File: src/rtl/req_debounce_latch_pkg.sv
// req_debounce_latch_pkg: shared ack codes, default debounce length and ack decode helper
package req_debounce_latch_pkg;
  localparam int DEBOUNCE_DEFAULT = 4;
  typedef enum logic [1:0] {
    ACK_NONE = 2'd0,
    ACK_CH0  = 2'd1,
    ACK_CH1  = 2'd2,
    ACK_CH2  = 2'd3
  } ack_code_e;
  function automatic logic [2:0] ack_onehot(input logic ack, input logic [1:0] code);
    logic [3:0] t;
    t = 4'b0001 << code;
    return ack ? t[3:1] : 3'b000;
  endfunction
endpackage

File: src/rtl/sync_debounce.sv
// sync_debounce: 2-flop sync + debounce counter; ports clk, rst_n, raw in, clean level out, rise (clean goes high on the coming edge)
module sync_debounce #(
  parameter int DEBOUNCE_CYCLES = 4,
  parameter int CNT_W = 8
) (
  input  logic clk,
  input  logic rst_n,
  input  logic raw,
  output logic clean,
  output logic rise
);
  logic [1:0] sync;
  logic [CNT_W-1:0] cnt;
  logic diff, done;
  assign diff = sync[1] ^ clean;
  assign done = cnt == CNT_W'(DEBOUNCE_CYCLES - 1);
  assign rise = diff && done && sync[1];
  always_ff @(posedge clk or negedge rst_n) begin
    if (!rst_n) begin
      sync  <= '0;
      cnt   <= '0;
      clean <= 1'b0;
    end else begin
      sync  <= {sync[0], raw};
      cnt   <= (diff && !done) ? cnt + 1'b1 : '0;
      clean <= (diff && done) ? sync[1] : clean;
    end
  end
endmodule

File: src/rtl/req_debounce_latch.sv
// req_debounce_latch: debounced sticky request latch; ports clk, rst_n, raw_in[2:0], ack, ack_code -> in2..in0, any_req, overrun[2:0]
module req_debounce_latch
  import req_debounce_latch_pkg::*;
#(
  parameter int DEBOUNCE_CYCLES = DEBOUNCE_DEFAULT,
  parameter int CNT_W = 8
) (
  input  logic       clk,
  input  logic       rst_n,
  input  logic [2:0] raw_in,
  input  logic [1:0] ack_code,
  input  logic       ack,
  output logic       in2,
  output logic       in1,
  output logic       in0,
  output logic       any_req,
  output logic [2:0] overrun
);
  logic [2:0] clean, rise, clr, lat, lat_nxt;
  for (genvar i = 0; i < 3; i++) begin : g_ch
    sync_debounce #(.DEBOUNCE_CYCLES(DEBOUNCE_CYCLES), .CNT_W(CNT_W)) u_db (
      .clk  (clk),
      .rst_n(rst_n),
      .raw  (raw_in[i]),
      .clean(clean[i]),
      .rise (rise[i])
    );
  end
  assign clr = ack_onehot(ack, ack_code);
  assign lat_nxt = rise | (lat & ~clr);
  assign {in2, in1, in0} = lat;
  always_ff @(posedge clk or negedge rst_n) begin
    if (!rst_n) begin
      lat     <= '0;
      any_req <= 1'b0;
      overrun <= '0;
    end else begin
      lat     <= lat_nxt;
      any_req <= |lat_nxt;
      overrun <= rise & lat & ~clr;
    end
  end
  assert property (@(posedge clk) disable iff (!rst_n) (rise & clean) == 3'b000);
endmodule

File: config.mk
export PLATFORM = sky130hd
export DESIGN_NAME = req_debounce_latch
export DESIGN_NICKNAME = d
export VERILOG_FILES = /design/src/rtl/req_debounce_latch_pkg.sv /design/src/rtl/sync_debounce.sv /design/src/rtl/req_debounce_latch.sv
export SDC_FILE = /design/constraint.sdc
export NUM_CORES = 1
export LEC_CHECK = 0
export CAP_MARGIN = 20
export CORE_MARGIN = 2
export CORE_UTILIZATION = 44
export CTS_CLUSTER_SIZE = 20
export DETAILED_ROUTE_END_ITERATION = 12
export PLACE_DENSITY = 0.74
export SYNTH_ARGS = -nofsm -noshare
export SYNTH_HDL_FRONTEND = slang
export SYNTH_SLANG_ARGS = --single-unit
File: constraint.sdc
create_clock -name clk -period 1.6 [get_ports clk]
set_input_delay 0.4 -clock clk [delete_from_list [all_inputs] [get_ports clk]]
set_output_delay 0.4 -clock clk [all_outputs]
set_load 0.03 [all_outputs]
Word-level counts from Yosys, hierarchy flattened --
Cells that the tools add are included.
Storage, ports and cells: output and inout bits 7, input port bits 8, latch bits 0, bits in registers 40, logic and storage cells 44, memories kept 0, RAM bits 0, ROM bits 0
Operators by class: $mul 0, $lt $le $gt $ge 0, divide/modulo/power cells 0, $add $sub $neg 3, shift operators 1, reduce and logical (&&, ||, !) cells 13, multiplexer cells 4, equality and inequality tests 3, bitwise operators 8
Operators by type and width (count):
- $add A8 B1 Y8 const B | 3
- $eq A8 B2 Y1 const B | 3
- $mux W8 | 3
- $and A3 B3 Y3 | 3
- $logic_and A1 B1 Y1 | 9
- $shl A1 B2 Y4 const A | 1
- $logic_not A1 Y1 | 3
- $mux W3 | 1
- $not A3 Y3 | 1
- $or A3 B3 Y3 | 1
- $reduce_or A3 Y1 | 1
- $xor A1 B1 Y1 | 3

Logic depth before layout (Yosys ltp) --
depth in word-level cells 6, mapped depth 4, mapped depth without buffers 4

Hierarchy --
From an unflattened synthesis, not the netlist that was laid out.
Unflattened totals: cell total of the unflattened synthesis 145, area, all modules 1725.4 µm²
Modules (own cells, without submodules):
- sync_debounce | instances 3, area each 491.7 µm², cells an instance 42, sequential area each 275.3 µm²
- req_debounce_latch | instances 1, area each 250.2 µm², cells an instance 19, sequential area each 175.2 µm²

Worst setup path before layout --
No wires, ideal clock.
path kind reg-to-reg, from register g_ch[0].u_db.cnt[0], to register g_ch[0].u_db.clean, buffers on the path 0, cell stages (with the launch flop) 5, setup slack -0.125 ns, period minus slack after synthesis 1.725 ns, library setup time 0.125 ns, arrival time 1.600 ns, data required time 1.475 ns, cells stage by stage dfrtp_1 > ha_1 > or4b_4 > or2_4 > mux2_4
On the way: word-level cells in the longest chain between the ends 2
Ends and longest elaborated chain:
- start: declaration | RTL line sync_debounce.sv:13 | logic [CNT_W-1:0] cnt;
- start signal: assignment | RTL line sync_debounce.sv:25 | cnt <= (diff && !done) ? cnt + 1'b1 : '0;
- $eq A8 B2 Y1 | RTL line sync_debounce.sv:16 | assign done = cnt == CNT_W'(DEBOUNCE_CYCLES - 1);
- $logic_and A1 B1 Y1 | RTL line sync_debounce.sv:26 | clean <= (diff && done) ? sync[1] : clean;
- end signal: assignment | RTL line sync_debounce.sv:26
- end: declaration | RTL line sync_debounce.sv:9 | output logic clean,
No other way between the ends. A chain may end at the register's enable or synchronous reset.

Final worst setup path --
Same ends and word-level chain as after synthesis.

==> out/qor.yml <==
finish:
  drive_above_1_share_pct: 21.6
  layout_common_cells: "40 x sky130_fd_sc_hd__dfrtp_1, 21 x sky130_fd_sc_hd__buf_4, 12 x sky130_fd_sc_hd__nor2_1, 11 x sky130_fd_sc_hd__or3_1"
  final-instance-count-excl-fill: 242
  count_of_antenna_diodes_in_the_layout: 0
  nNetsFinal: 204
  layout_commonest_cell: "sky130_fd_sc_hd__dfrtp_1"
  fin_area_mm2: 0.00218
  layout-area-overhead-vs-synth_pct: 28.4
global_routing:
  grt_pass1_vias: 1308
  grt.overflow.total: 0
  grt_usage_pct: 18.6
  antenna_found_initial: 0
  first_pass_grt_wire_length_mm: 5.95
  pin_count_of_the_biggest_net_entering_global_routing: 23
synthesis:
  mapped_cell_area_mm2: 0.00170
  synth_largest_type_area_fraction_pct: 59.0
  synth_top_area_cell: "sky130_fd_sc_hd__dfrtp_1"
  synth.yosys.warnings: 0
  post_synth_num_cell_types: 25
  postSynthNetCount: 161
  yosys-top-cells-area: "sky130_fd_sc_hd__dfrtp_1 59%, sky130_fd_sc_hd__xor2_1 4.6%, sky130_fd_sc_hd__or3_1 4.1%"
  postSynthAreaPerCell_um2: 11.3
  yosysSeqAreaShare_pct: 59.0
  post_synth_inst_count: 150
  number_of_synthesized_register_bits: 40
route:
  total_routed_length_mm: 3.40
  drt-wirelength-per-cell_um: 14.0
  antenna_left: 0
  detail_route.drc_violations: 0
  initialDrtViolationCount: 51
  detailed_router_iteration_count_before_antenna_repair: 4
  route.vias.total: 1269
  viasPerCell: 5.24
critical_path:
  crit_start: "g_ch[0].u_db.cnt[0]"
  critical_path.endpoint: "g_ch[0].u_db.clean"
  regToRegEndpoint: "g_ch[0].u_db.clean"
  rr_worst_depth: 4
  slowest_cell_delay_on_critical_path_ns: 0.47
  cp_top_family: "simple AND/OR/NAND/NOR gates"
  critical_path_arrival_ns: 1.90
  timing.reg2reg.setup_slack_ns: -0.12
  timing.critical_path.from_type: "register"
  worstSetupEndpointType: "register"
  crit_buf_inv: 0
  timing.critical_path.cells: "ha_2 -> or4b_4 -> or2_4 -> mux2_4"
  crit_cells: 4
  critical_path_peak_fanout: 3
  worst_r2r_startpoint: "g_ch[0].u_db.cnt[0]"
  slowest_stage: "sky130_fd_sc_hd__or4b_4"
  required_ns: 1.78
  timing.setup.critical_path_class: "register to register"
job:
  drv_cap: 0
floorplan:
  initial_core_util_pct: 46.0
  floorplan.io_pins: 15
  die-height_um: 66.1
  chipWidth_um: 66.1
  core_mm2: 0.00369
  die_area_mm2: 0.00437
  placementRows: 22
clock_network:
  numClockSinks: 40
  clk_pin_slew_worst_paths_ns: 0.07
  cts_inserted_buffers: 5
  cts.root.buffer_cell: "sky130_fd_sc_hd__clkbuf_8"
  clk-insertion-delay-late_ns: 0.29
  cts_hold_buf: 0
  ctsHtreeMaxLevel: 2
  maximum_buffer_depth_of_the_clock_tree: 2
  tritoncts: "built"
timing:
  finalHoldViolations: 0
  min_period_over_period_pct: 107
  setup-violations-final: 2
  clock.fmax_ghz: 0.583
  unrepaired_setup_endpoints_after_global_routing: "true"
  timing.clock.skew_ns: 0.00278
  final_period_minus_worst_setup_slack_ns: 1.72
  worstMarginPinSlew_ns: 0.470
  worst_slack_ns: -0.116
  worst_max_slew_margin_expressed_relative_to_the_limit_pct: 68.6
  drv_slew: 0
place:
  pre_cts_slack_ns: -0.0811
  dp.cells: 230
  buffer_ports.inserted: 14
  dpl.hpwl_mm: 2.48
  routability_congestion_estimate_from_global_placement: 0.778
  detailed_place.area_mm2: 0.00205
worst_hold_path:
  holdCritPathClass: "input pin to asynchronous set/reset pin"
pwr:
  power-per-cell-area_mw_per_mm2: 1390
  worst_ir_drop_vdd_mv: 0.738
  power.static_leakage_nw: 1.03
  design_power_total_w: 0.00304
status:
  violated_checks: "negative setup slack"
  run_status: "finished with violations"
==> cells by family after synthesis <==
logic type	share of synthesized area, %
AO/OA/AOI/OAI	8.47
XOR/XNOR	6.19
adder cells (fa/ha/maj)	2.21
buffers and inverters	0.884
flip-flops	59.0
multiplexers	2.43
AND/OR/NAND/NOR	20.9
==> stage by stage <==
| step | TNS, ns | utilization (%) | hold WS, ns |
|---|---|---|---|
| after floorplan | -0.183 | - | 0.104 |
| after global placement | -0.0447 | 55.5 | 0.333 |
| after detailed placement | -0.162 | 55.5 | 0.341 |
| after CTS | -0.167 | 57.9 | 0.0513 |
| after global routing | -0.454 | 59.1 | 0.0657 |
| final | -0.203 | 59.1 | 0.0567 |
==> synthesized netlist by cell type <==
cell type,instances
sky130_fd_sc_hd__a21oi_1,9
sky130_fd_sc_hd__xor2_1,9
sky130_fd_sc_hd__o21ai_1,2
sky130_fd_sc_hd__xnor2_1,3
sky130_fd_sc_hd__nor4b_1,1
sky130_fd_sc_hd__and3b_1,2
sky130_fd_sc_hd__dfrtp_1,40
sky130_fd_sc_hd__nand4_1,3
sky130_fd_sc_hd__o2111ai_1,1
sky130_fd_sc_hd__mux2_4,2
sky130_fd_sc_hd__nand3_1,10
sky130_fd_sc_hd__mux2_2,1
sky130_fd_sc_hd__or4b_4,2
sky130_fd_sc_hd__o21ai_0,10
sky130_fd_sc_hd__inv_1,4
sky130_fd_sc_hd__ha_1,3
sky130_fd_sc_hd__and3_1,3
sky130_fd_sc_hd__or2_4,2
sky130_fd_sc_hd__o32a_1,2
sky130_fd_sc_hd__nor2_1,12
sky130_fd_sc_hd__or3_1,11
sky130_fd_sc_hd__nand2_1,8
sky130_fd_sc_hd__a21bo_2,1
sky130_fd_sc_hd__nor3_1,4
sky130_fd_sc_hd__nand2b_1,5
==> power by group <==
part	internal, W	leakage (nW)	switching (W)
logic	0.000508	0.456	0.000537
registers	0.00119	0.528	0.000130
clock network	0.000351	0.0455	0.000321
total	0.00205	1.03	0.000988
==> area by class of cell <==
| class | count | area (µm²) |
|---|---|---|
| clock buffers | 8 | 90.1 |
| fillers | 335 | 1510 |
| inverters | 4 | 15.0 |
| multi-input cells | 106 | 711 |
| flip-flops and latches | 40 | 1000 |
| well taps | 48 | 60.1 |
| repair buffers | 36 | 304 |
==> metal layers <==
metal | part of all wire, % | routed length, µm | vias to the layer above | track usage (%)
met4 | 1.6 | 55 | 0 | 6.12
li1 | - | - | 615 | -
met3 | 2.9 | 99 | 5 | 6.13
met1 | 44 | 1480 | 626 | 22.1
met5 | 0 | 0 | - | 0
met2 | 52 | 1760 | 23 | 31.8
==> state kept, by name, summed over array words and instances (netlist names) <==
name and count:
g_ch.u_db.cnt 24, g_ch.u_db.sync 6, g_ch.u_db.clean 3, lat 3
overrun 3, any_req 1
==> what timing repair did <==
item,4_1_cts,5_1_grt
hold endpoints to repair,0,0
endpoints found under the setup margin,10,12
setup buffers,1,3
resized for setup,7,4
pin swaps,3,1
==> worst reg2reg max path, delay by kind of cell (launching register included) <==
family	cells	cell delay (ns)
fa+ha+maj	1	0.19
flops	1	0.38
mux	1	0.30
simple gates	2	0.74
==> how the worst min path moves through the flow <==
stage | to | slack [ns]
final | g_ch[1].u_db.cnt[7] | 0.06
after detailed placement | g_ch[2].u_db.sync[1] | 0.34
after global routing | g_ch[1].u_db.cnt[1] | 0.07
after CTS | g_ch[1].u_db.cnt[2] | 0.05
after floorplan | any_req | 0.10
after global placement | g_ch[1].u_db.sync[1] | 0.33
Power figures use the tool's default switching activity.
